$ cat config.mk
export PLATFORM = sky130hd
export DESIGN_NAME = adsr_envelope_gen
export DESIGN_NICKNAME = d
export VERILOG_FILES = /design/src/rtl/adsr_envelope_gen.sv
export SDC_FILE = /design/constraint.sdc
export NUM_CORES = 1
export LEC_CHECK = 0
export CAP_MARGIN = 20
export CORE_AREA = 4 4 85 63
export CTS_CLUSTER_SIZE = 14
export DETAILED_ROUTE_END_ITERATION = 10
export DIE_AREA = 0 0 89 67
export DONT_BUFFER_PORTS = 1
export PLACE_DENSITY = 0.72
export SYNTH_ARGS = -nofsm -noshare
export SYNTH_HDL_FRONTEND = slang
export SYNTH_SLANG_ARGS = --single-unit
$ cat constraint.sdc
create_clock -name clk -period 3 [get_ports clk]
set_input_delay 0.45 -clock clk [delete_from_list [all_inputs] [get_ports clk]]
set_output_delay 0.45 -clock clk [all_outputs]
set_load 0.005 [all_outputs]
$ cat src/rtl/adsr_envelope_gen.sv
// rtl/adsr_envelope_gen.sv - ADSR envelope generator with prescaled, saturating per-phase ramps
module adsr_envelope_gen #(
  parameter int WIDTH  = 8,
  parameter int RATE_W = 8,
  parameter int STEP   = 1
) (
  input  logic              clk,
  input  logic              rst,
  input  logic              gate,
  input  logic [RATE_W-1:0] attack_rate,
  input  logic [RATE_W-1:0] decay_rate,
  input  logic [WIDTH-1:0]  sustain_level,
  input  logic [RATE_W-1:0] release_rate,
  output logic [WIDTH-1:0]  amplitude,
  output logic [2:0]        phase,
  output logic              busy,
  output logic              done
);

  typedef enum logic [2:0] {
    PH_IDLE    = 3'd0,
    PH_ATTACK  = 3'd1,
    PH_DECAY   = 3'd2,
    PH_SUSTAIN = 3'd3,
    PH_RELEASE = 3'd4
  } phase_e;

  localparam logic [WIDTH:0] MAX_X  = {1'b0, {WIDTH{1'b1}}};
  localparam logic [WIDTH:0] STEP_X = (WIDTH+1)'(STEP);

  phase_e             phase_q, phase_d;
  logic [WIDTH-1:0]   amp_q, amp_d;
  logic [RATE_W-1:0]  cnt_q, cnt_d;
  logic               gate_q, gate_d;
  logic               done_q, done_d;

  logic               rise, fall, step_hit;
  logic [RATE_W-1:0]  cur_rate;
  logic [WIDTH:0]     amp_x, sus_x, amp_up, amp_dn, amp_gap;

  always_comb begin
    phase_d  = phase_q;
    amp_d    = amp_q;
    cnt_d    = cnt_q;
    gate_d   = gate;
    done_d   = 1'b0;
    rise     = gate & ~gate_q;
    fall     = ~gate & gate_q;
    amp_x    = {1'b0, amp_q};
    sus_x    = {1'b0, sustain_level};
    amp_up   = amp_x + STEP_X;
    amp_dn   = amp_x - STEP_X;
    amp_gap  = amp_x - sus_x;

    case (phase_q)
      PH_ATTACK:  cur_rate = attack_rate;
      PH_DECAY:   cur_rate = decay_rate;
      PH_RELEASE: cur_rate = release_rate;
      default:    cur_rate = '0;
    endcase
    // >= rather than == so a rate lowered mid-count steps on the next edge
    step_hit = (cnt_q >= cur_rate);

    if (rise) begin
      phase_d = PH_ATTACK;
      cnt_d   = '0;
    end else if (fall && (phase_q == PH_ATTACK || phase_q == PH_DECAY ||
                          phase_q == PH_SUSTAIN)) begin
      phase_d = PH_RELEASE;
      cnt_d   = '0;
    end else begin
      case (phase_q)
        PH_IDLE: cnt_d = '0;
        PH_ATTACK: begin
          if (step_hit) begin
            cnt_d = '0;
            if (amp_up >= MAX_X) begin
              amp_d   = MAX_X[WIDTH-1:0];
              phase_d = PH_DECAY;
            end else begin
              amp_d = amp_up[WIDTH-1:0];
            end
          end else begin
            cnt_d = cnt_q + RATE_W'(1);
          end
        end
        PH_DECAY: begin
          if (amp_q <= sustain_level) begin
            phase_d = PH_SUSTAIN;
            cnt_d   = '0;
          end else if (step_hit) begin
            cnt_d = '0;
            if (amp_gap <= STEP_X) begin
              amp_d   = sustain_level;
              phase_d = PH_SUSTAIN;
            end else begin
              amp_d = amp_dn[WIDTH-1:0];
            end
          end else begin
            cnt_d = cnt_q + RATE_W'(1);
          end
        end
        PH_SUSTAIN: begin
          amp_d = sustain_level;
          cnt_d = '0;
        end
        PH_RELEASE: begin
          if (amp_q == '0) begin
            phase_d = PH_IDLE;
            done_d  = 1'b1;
            cnt_d   = '0;
          end else if (step_hit) begin
            cnt_d = '0;
            if (amp_x <= STEP_X) begin
              amp_d   = '0;
              phase_d = PH_IDLE;
              done_d  = 1'b1;
            end else begin
              amp_d = amp_dn[WIDTH-1:0];
            end
          end else begin
            cnt_d = cnt_q + RATE_W'(1);
          end
        end
        default: begin
          phase_d = PH_IDLE;
          cnt_d   = '0;
        end
      endcase
    end
  end

  always_ff @(posedge clk or posedge rst) begin
    if (rst) begin
      phase_q <= PH_IDLE;
      amp_q   <= '0;
      cnt_q   <= '0;
      gate_q  <= 1'b0;
      done_q  <= 1'b0;
    end else begin
      phase_q <= phase_d;
      amp_q   <= amp_d;
      cnt_q   <= cnt_d;
      gate_q  <= gate_d;
      done_q  <= done_d;
    end
  end

  assign amplitude = amp_q;
  assign phase     = phase_q;
  assign busy      = (phase_q != PH_IDLE);
  assign done      = done_q;

endmodule

# After elaboration in Yosys (flattened, before gate mapping)
# Index checks and enable logic that the tools add are counted.
[totals]
register_bits = 21
output_inout_bits = 13
[op_classes]
n_addsub = 4
n_lt_le_gt_ge = 5
n_eq_ne = 16
muxes = 33
bitwise = 6
reduce_logical = 10
[op_table]
columns = ["operator", "count"]
rows = [
  ["$mux W8", 13],
  ["$pmux W8 S3", 2],
  ["$pmux W8 S4", 1],
  ["$mux W3", 10],
  ["$pmux W3 S4", 1],
  ["$ne A2 B2 Y1 const B", 5],
  ["$ne A5 B5 Y1 const B", 2],
  ["$add A8 B1 Y9 const B", 1],
  ["$ge A9 B8 Y1 const B", 1],
  ["$le A9 B1 Y1 const B", 1],
  ["$sub A8 B8 Y9", 1],
  ["$add A8 B1 Y8 const B", 1],
  ["$ge A8 B8 Y1", 1],
  ["$le A8 B1 Y1 const B", 1],
  ["$le A8 B8 Y1", 1],
  ["$logic_not A8 Y1", 1],
  ["$reduce_and A8 Y1", 1],
  ["$sub A8 B1 Y8 const B", 1],
  ["$reduce_and A7 Y1", 1],
  ["$eq A3 B2 Y1 const B", 2],
  ["$mux W1", 6],
  ["$ne A5 B2 Y1 const B", 1],
  ["$ne A5 B3 Y1 const B", 1],
  ["$ne A4 B2 Y1 const B", 1],
  ["other kinds (12)", 17],
]

# Longest topological paths before layout
[depth]
depth_word = 8
ltp_mapped = 15
ltp_nobuf = 13

# Least setup slack after synthesis
# No wires, ideal clock.
[synth_path]
kind = "flip-flop to flip-flop"
from = "register phase_q[1], in the netlist phase[1]"
to = "register phase_q[0], in the netlist phase[0]"
setup_time_ns = 0.065
arrival_ns = 2.879
path_slack_ns = 0.056
path_stages_with_launch = 16
n_path_buf = 2
synth_period_minus_slack_ns = 2.944
cell_sequence = "dfrtp_1 clkbuf_1 nor2b_1 clkbuf_1 a22oi_1 nor2_1 a21oi_1 ha_1 a211oi_1 o21ai_0 a21oi_1 or2_2 o211a_1 a41o_1 a211o_1 nand2_1"
[synth_via]
elab_chain_len = 6
elab_cells_between_ends = 22
[synth_rtl]
columns = ["item", "line_no", "rtl"]
rows = [
  ["start, declared", "31", "phase_e phase_q, phase_d;"],
  ["start signal, assigned", "141", "phase_q <= phase_d;"],
  ["parallel branches: the longest is 6 deep, another holds $ge A8 B8 Y1", "--", ""],
]
# Parallel ways; which one is timed is not known.
# A chain may end at the register's enable or synchronous reset.

# Worst setup path in the final report
[layout_path]
from = "register amp_q[0], in the netlist amplitude[0]"
to = "register amp_q[3], in the netlist amplitude[3]"
[layout_via]
elab_chain_len = 6
elab_cells_between_ends = 20
[layout_rtl]
columns = ["item", "line_no", "rtl"]
rows = [
  ["start, declared", "32", "logic [WIDTH-1:0] amp_q, amp_d;"],
  ["start signal, assigned", "142", "amp_q <= amp_d;"],
  ["$sub A8 B8 Y9", "53", "amp_gap = amp_x - sus_x;"],
  ["$le A9 B1 Y1", "93", "if (amp_gap <= STEP_X) begin"],
  ["$mux W8", "93", ""],
  ["$mux W8", "91", "end else if (step_hit) begin"],
  ["$mux W8", "88", "if (amp_q <= sustain_level) begin"],
  ["$pmux W8 S4", "72", "case (phase_q)"],
]
# Several ways; a longest one is shown, not always the timed one. The select of a mux whose other input is x is not followed.

==> run metrics <==
Final Power 3.07 mW; multiplexer share of the synthesized area 0.817%; 1st-pass router iterations 6; Clock Root Buffer clkbuf_8; Synth Register Bits 21; Residual DRC 0; Worst-Margin Slew 0.852 ns; Port-buffer cells 0; Post-synth EDFFs 0; post-route ant nets 0; CTS sink cnt 21; maximum net fanout on the critical path 3; fraction of layout cells with a size suffix above 1 16.5%; Critical Path Source amplitude[0]$_DFFE_PP0P_; final critical path time including I/O delays and setup 2.91 ns; worst min path class input port to flip-flop; drt wl/cell 18.1 um; Hold Path Depth 0; reg2reg setup slack 0.09 ns; Synth area leader dfrtp_1; Synth area leaders dfrtp_1, ha_1, nor2_1, a21oi_1, o21ai_0; FF+latch area 527 um^2; Max-Cap Viols 0; Clock Pin Slew Worst Setup and Hold Paths 0.09 ns; cell area after synthesis 2450 um^2; clock buffer depth 2; Post-Syn Instances 326; Total Wirelength 7.16 mm; Die Area 5960 um^2; status finished clean; syn_area_per_cell 7.52 um^2; combinational family with the most area after synthesis compound AO/OA/AOI/OAI gates; Placed Cells 386; count of different cell masters after synthesis 53; Via Count 2,557; Compound-Gate Fraction of Synth Area 29.8%; list of most frequent post-synthesis cells nor2_1, nand2_1, a21oi_1; Fmax 344 MHz; final std cells w/o fill 396; hpwl dp 5.52 mm; simple-gate share of the synthesized area 25.5%; CTS tree built; WP data arrival 3.11 ns; Final Hold Viols 0; Hold WS 0.202 ns; Synth top area share 21.4%; Worst Setup EP amplitude[3]$_DFFE_PP0P_; Max-slew headroom 43.1%; # diodes 0; crit share post-route 97.0%; Post-synth ARST share 100%; fin. max-slew vios 0; Power Dens Cells 1110 nW/um^2; # fillers 418; grt total ovfl 0; core area 4600 um^2; CP peak stage delay 0.45 ns; hold_buf cts 0; Die Span X 89 um; Worst Setup Start Kind flip-flop; num ports 48; count leader, synth nor2_1; Max rail drop VDD 0.547 mV; total track usage 24.9%; starting density of the core 53.3%; DR iter-0 viols 272; multi-input logic area 1870 um^2; first-pass GRT wire length 11.5 mm; register area share after synthesis 21.4%; post-DR vias/cell 6.46; worst r2r dst amplitude[3]$_DFFE_PP0P_; total CTS buffers 3; reg2reg start amplitude[0]$_DFFE_PP0P_; placer congestion estimate 0.939; cell count of the worst reg-to-reg path 13; Core Util, Final 60.4%; Finish-stage setup viols 0; Yosys Warn Count 0; worst clock skew 0.00682 ns; leakage 1.23 nW; ys flop type dfrtp_1; Layout Nets 397; area delta synth->final 13.2%; critical path's slowest cell nor4b_4; initial antenna violation count 0; worst-skew pair later-pin latency 0.27 ns; largest net degree at the start of global routing 22; Post-Syn Nets 383; kind of critical path flip-flop to flip-flop; xor and xnor area share after synthesis 5.36%; Post-Synth Adder-Cell Area 11.5%; Crit. End Element flip-flop; row cnt 21; Worst EP required 3.20 ns; vias in the first global route 2,272; Die Y 67 um; CP cell instances inv_2 -> ha_2 -> inv_1 -> fa_2 -> xor2_2 -> a211oi_2 -> nand3b_1 -> nor4b_4 -> buf_4 -> a31oi_1 -> a211oi_1 -> o21ai_1 -> a21oi_1; H-tree depth 1
[layer usage]
metal / share of wire (%) / global-route usage (%) / wire length [um]
met5: 0 / 0 / 0
met4: 1.1 / 4.83 / 76
met3: 10 / 6.30 / 750
met2: 42 / 35.1 / 3000
met1: 47 / 37.8 / 3340
[layout make-up]
class,instances,area share [%]
Inverter,18,2.43
Clock buffer,3,1.49
Multi-Input combinational cell,271,67.4
Sequential cell,21,19.0
Tap cell,57,2.57
Timing Repair Buffer,25,6.90
Clock inverter,1,0.271
[power breakdown]
part           internal, mW  switching, mW  total, mW
Sequential            0.365         0.0702      0.436
Clock                0.0943          0.108      0.203
Combinational         0.967           1.46       2.43
Total                  1.43           1.64       3.07
[cell families after synthesis]
logic type                 Yosys count
muxes                                2
DFF                                 21
adders and majority gates           22
AOI/OAI and AO/OA                  108
xor gates and xnor gates            15
buffers and inverters               34
and+or+nand+nor                    124
[critical path: cells and delay by family, from the launching register on]
| family | cells | cell delay (ns) |
|---|---|---|
| xor gates and xnor gates | 1 | 0.20 |
| adders and majority gates | 2 | 0.56 |
| AOI/OAI and AO/OA | 5 | 0.74 |
| DFF | 1 | 0.40 |
| and+or+nand+nor | 2 | 0.61 |
| buffers and inverters | 3 | 0.30 |
[stage by stage]
stage | setup WS (ns) | TNS [ns] | cell area (um^2)
after detailed placement | 0.0907 | 0 | 2600
after global routing | -0.0199 | -0.0215 | 2780
after floorplan | 0.0560 | 0 | 2450
after global placement | 0.126 | 0 | 2600
after CTS | 0.0463 | 0 | 2650
final | 0.0905 | 0 | 2780
[timing repair]
| item | in CTS | in global routing |
|---|---|---|
| buffers inserted | 0 | 6 |
| gates resized for setup | 0 | 25 |
| setup endpoints to repair | 0 | 19 |
[cell usage in the layout (no fill, tap or decap), drive strengths merged, types with 3 or more instances in the layout]
cell type and count:
nor3 3, nor2b 5, a21o 5, nor2 43
and4 3, and3 7, a22oi 11, ha 21
a211o 4, o211ai 5, o22ai 5, nand2 26
o21ai 23, o21a 3, inv 18, clkbuf 3
nand3 17, nand2b 8, a211oi 9, xor2 8
a21oi 24, xnor2 7, dfrtp 21, buf 25
a31oi 4
[sequential cells by signal, indices dropped and copies added (netlist names)]
name and flops:
gate_q 1, amplitude 8, cnt_q 8, done 1
phase 3
[how the worst min path moves through the flow]
stage	slack (ns)	from	to
final	0.20	gate	gate_q$_DFF_PP0_
after global routing	0.19	gate	gate_q$_DFF_PP0_
after CTS	0.20	gate	gate_q$_DFF_PP0_
after detailed placement	0.48	gate	gate_q$_DFF_PP0_
after global placement	0.48	gate	gate_q$_DFF_PP0_
after floorplan	0.43	rst	amplitude[0]$_DFFE_PP0P_
No activity file was read; power rests on OpenSTA's default activity.
==> RTL change 1, RTL diff (same flow settings) <==
`RATE_W`: 8 -> 6.
--- a/src/rtl/adsr_envelope_gen.sv
+++ b/src/rtl/adsr_envelope_gen.sv
@@ -3,3 +3,3 @@
   parameter int WIDTH  = 8,
-  parameter int RATE_W = 8,
+  parameter int RATE_W = 6,
   parameter int STEP   = 1
Ports: changed (resized attack_rate, decay_rate and release_rate); port bits go from 48 to 42. No check against the original RTL was run, so the function may have changed too.
==> RTL change 1 against the unedited design <==
- the run now ends with negative setup slack left
- via count down 3.3%
- highest routed layer unchanged
- global-route usage down 0.35 points
- synthesized area down 5.9%
- sequential cell count down 2
- clock skew down 0.0041 ns
- setup slack worse by 0.093 ns
- final area down 2.1%
- synthesized cell count down 4.9%
- power down 9.3%
- routed wire length up 0.42%
==> RTL change 1: results (changes against the unedited design) <==
* Status: finished, violations left (was completed)
* Failing checks: negative setup slack
* Register area share after synthesis at 20.62% (was 21.44%)
* Clock slew at reported path FFs at 0.08 ns
* R2R cell count at 13 (unchanged)
* Pre-CTS WS at -0.1050 ns (was 0.09069 ns)
* Layout cell share with drive strength beyond 1 at 19.76% (was 16.52%)
* Slew HR at 48.16% (was 43.12%)
* Reg-to-Reg End: amplitude[1]$_DFFE_PP0P_ (was amplitude[3]$_DFFE_PP0P_)
* CP max FO at 4 (was 3)
* Min-delay worst type: input port to asynchronous set/reset pin (was input port to flop)
* XOR/XNOR Fraction of Synth Area at 4.938% (was 5.360%)
* GRT Total Usage at 24.57% (was 24.92%)
* Compound-gate portion of the synthesized area at 27.62% (was 29.76%)
* Worst Skew at 0.002714 ns (was 0.006818 ns)
* Max reg flops at 8
* Mux share of post-synthesis cell area at 2.333% (was 0.8167%)
* H-tree levels at 1 (unchanged)
* Iteration-0 DRC Markers at 309 (was 272)
* Cell count after placement at 384 (was 386)
* Nets at 384 (was 397)
* Yosys warnings at 0 (unchanged)
* Cts bufs inserted at 3 (unchanged)
* WL/cell at 18.39 um (was 18.08 um)
* Crit-path max cell delay at 0.37 ns (was 0.45 ns)
* Area contributors post-synth: dfrtp_1, ha_1, a21oi_1, nor2_1, nand2_1 (was dfrtp_1, ha_1, nor2_1, a21oi_1, o21ai_0)
* Max IR drop VDD at 0.0005372 V (was 0.0005471 V)
* Initial antenna violation count at 0 (unchanged)
* Post-Syn Instances at 310 (was 326)
* Post-DP Area at 2547 sq um (was 2600 sq um)
* Port Buffers at 0 (unchanged)
* CP delay by family, top: compound AO/OA/AOI/OAI gates (unchanged)
* Worst hold margin at 0.1988 ns (was 0.2017 ns)
* Dpl hpwl at 5539 um (was 5519 um)
* Final setup vio count at 1 (was 0)
* Max Root-Sink Buffers at 2 (unchanged)
* Critical R2R Launch: amplitude[0]$_DFFE_PP0P_ (unchanged)
* Leakage power at 1.147 nW (was 1.234 nW)
* Synth unique cells at 56 (was 53)
* Setup tns final at -0.002131 ns (was 0 ns)
* Top cells by count, synth: nor2_1, nand2_1, a21oi_1 (unchanged)
* Drt first pass iters at 5 (was 6)
* Root Driver: clkbuf_8 (unchanged)
* Global placement routability congestion at 0.9706 (was 0.9386)
* CP max stage cell: dfrtp_2 (was nor4b_4)
* Global-route wire length before repair at 11270 um (was 11540 um)
* Post-Layout Cell Count at 391 (was 396)
* Syn nets at 359 (was 383)
* Antenna diode count at 0 (unchanged)
* Crit path DAT at 3.17 ns (was 3.11 ns)
* Post-Synth Adder-Cell Area at 11.18% (was 11.54%)
* Worst setup margin at -0.002131 ns (was 0.09047 ns)
* Vias in the first global route at 2225 (was 2272)
* Via density at 6.322 (was 6.457)
* Pin count of the biggest net entering global routing at 20 (was 22)
* Clk_lat worst skew at 0.27 ns (about the same)
* Share of flip-flops with an asynchronous set or reset at 100.0% (unchanged)
## RTL change 1: timing repair
item | 4_1_cts | 5_1_grt
hold buffers | 0 | 0
endpoints found under the setup margin | 4 | 9
pin swaps | 1 | 10
gates resized for setup | 2 | 21
cloned | 0 | 0
buffers inserted | 0 | 3
## RTL change 1: layer usage
| layer | wire (um) | track usage, % | share of wire [%] | vias to the layer above |
|---|---|---|---|---|
| li1 | - | - | - | 1179 |
| met1 | 3394 | 36.51 | 47 | 1172 |
| met2 | 3071 | 34.91 | 43 | 113 |
| met3 | 665 | 7.540 | 9.2 | 8 |
| met4 | 58 | 4.089 | 0.81 | 0 |
| met5 | 0 | 0 | 0 | - |
## RTL change 1: how the worst max path moves through the flow
stage                             startpoint  cells past startpoint                  endpoint
finish              amplitude[0]$_DFFE_PP0P_                     13  amplitude[1]$_DFFE_PP0P_
global route        amplitude[0]$_DFFE_PP0P_                     13  amplitude[1]$_DFFE_PP0P_
CTS                 amplitude[0]$_DFFE_PP0P_                     12  amplitude[1]$_DFFE_PP0P_
detailed placement          sustain_level[0]                     11  amplitude[1]$_DFFE_PP0P_
global placement            sustain_level[0]                     11  amplitude[1]$_DFFE_PP0P_
floorplan           amplitude[0]$_DFFE_PP0P_                     12      phase[0]$_DFFE_PP0P_
## RTL change 1: layout make-up
cell class / count / area [sq um]
fillers: 407 / 1881
multi-input cells: 263 / 1802
flip-flops and latches: 19 / 476.7
repair buffers: 33 / 262.8
well taps: 57 / 71.32
inverters: 15 / 56.30
clock buffers: 3 / 41.29
clock inverters: 1 / 7.507
## RTL change 1: where the power goes
part	switching, mW	internal (mW)
combinational	1.29	0.890
clock	0.106	0.0942
sequential	0.0649	0.337
==> RTL change 2, RTL diff (config.mk and constraints unchanged) <==
Made on the original files. Reset style: synchronous (`rst`), changed in one clocked block.
--- a/src/rtl/adsr_envelope_gen.sv
+++ b/src/rtl/adsr_envelope_gen.sv
@@ -132,3 +132,3 @@
 
-  always_ff @(posedge clk or posedge rst) begin
+  always_ff @(posedge clk) begin
     if (rst) begin
Behaviour: differs if rst is asserted again (counterexample within 4 cycles, from zero or initial values and one cycle with rst high); with rst held inactive, the same outputs for 10 cycles.
==> RTL change 2 against the unedited design <==
- setup slack improved by 0.041 ns
- cell count down 4.0%
- synthesized area down 8.9%
- clock skew shrank 0.0044 ns
- hold slack gained 0.021 ns
- final area fell by 5.6%
- sequential cell count stayed put
- count of clock-buffer cells in the layout did not move
- first-iteration DRC count fell by 4.8%
- routed wire length decreased by 8.6%
- critical path type unchanged
- critical endpoint is now amplitude[6]$_SDFFE_PP0P_
- largest cell class unchanged
- highest routed layer unchanged
Power is left out: it rests on default switching activity, and per cell area and clock period it moved more than threefold.
==> RTL change 2: results (changes against the unedited design) <==
* Status: completed (unchanged)
* Buffer share of cell area at 9.603% (was 6.898%)
* CP max stage cell: dfxtp_2 (was nor4b_4)
* Crit path DAT at 3.05 ns (was 3.11 ns)
* Dpl hpwl at 5093 um (was 5519 um)
* Pre-CTS WS at -0.04183 ns (was 0.09069 ns)
* Syn nets at 353 (was 383)
* Layout cell share with drive strength beyond 1 at 21.67% (was 16.52%)
* Top FF cell, synth: dfxtp_1 (was dfrtp_1)
* Worst Skew at 0.002439 ns (was 0.006818 ns)
* XOR/XNOR Fraction of Synth Area at 7.063% (was 5.360%)
* GRT Total Usage at 22.48% (was 24.92%)
* Top cells by count, synth: nor2_1, a21oi_1, nand2_1 (was nor2_1, nand2_1, a21oi_1)
* Crit-path max cell delay at 0.36 ns (was 0.45 ns)
* Fillers at 399 (was 418)
* Drt first pass iters at 5 (was 6)
* Met1 Wirelength at 3134 um (was 3337 um)
* Global placement routability congestion at 0.9040 (was 0.9386)
* Cts repair resizes at 1 (was 0)
* Global-route wire length before repair at 10380 um (was 11540 um)
* Area contributors post-synth: dfxtp_1, ha_1, a21oi_1, nor2_1, xor2_1 (was dfrtp_1, ha_1, nor2_1, a21oi_1, o21ai_0)
* GR Layer Usage met3 at 6.799% (was 6.304%)
* Met3 WL post-DR at 682 um (was 750 um)
* Setup slack, reg-to-reg at 0.13 ns (was 0.09 ns)
* Compound-gate portion of the synthesized area at 27.75% (was 29.76%)
* Seq_cells at 21 (unchanged)
* Mux share of post-synthesis cell area at 0.4484% (was 0.8167%)
* Register area share after synthesis at 18.83% (was 21.44%)
* Clk tree area frac at 1.863% (was 1.758%)
* Synth unique cells at 56 (was 53)
* Buffers, non-clock at 32 (was 25)
* Pin count of the biggest net entering global routing at 24 (was 22)
* Seq/total area at 16.29% (was 18.98%)
* Multi-input gate share of total cell area at 66.65% (was 67.36%)
* Vias in the first global route at 2058 (was 2272)
* Met2 Use GR at 30.93% (was 35.09%)
* Share of flip-flops with an asynchronous set or reset at 0% (was 100.0%)
* Iteration-0 DRC Markers at 259 (was 272)
* CP max FO at 6 (was 3)
* Invs w/o clock at 20 (was 18)
* Hold_sp: rst (was gate)
* Critical R2R Launch: phase[2]$_SDFFE_PP0P_ (was amplitude[0]$_DFFE_PP0P_)
* Post-Synth Adder-Cell Area at 12.67% (was 11.54%)
RTL change 2: cell types whose count changed after synthesis, sizes merged, moves of 5 or more:
| cell | unedited run | this run |
|---|---|---|
| nor2 | 43 | 33 |
| a221oi | 2 | 7 |
| o21ai | 23 | 11 |
| a211oi | 9 | 4 |
| dfrtp | 21 | 0 |
| nor3 | 3 | 9 |
| dfxtp | 0 | 21 |
RTL change 2: worst paths after layout:
kind / to / cells past startpoint
worst max-delay path: amplitude[6]$_SDFFE_PP0P_ / 12
worst min register to register: cnt_q[0]$_SDFF_PP0_ / 1
worst min-delay path: amplitude[2]$_SDFFE_PP0P_ / 1
worst max register to register: amplitude[6]$_SDFFE_PP0P_ / 12
RTL change 2: stage by stage:
stage          setup TNS, ns  hold WS (ns)  instance area, sq um
2_1_floorplan              0        0.4489                  2240
5_1_grt              -0.1491        0.2160                  2619
6_report                   0        0.2230                  2619
3_3_place_gp               0        0.4697                  2440
3_5_place_dp        -0.08748        0.4785                  2440
4_1_cts                    0        0.2247                  2489
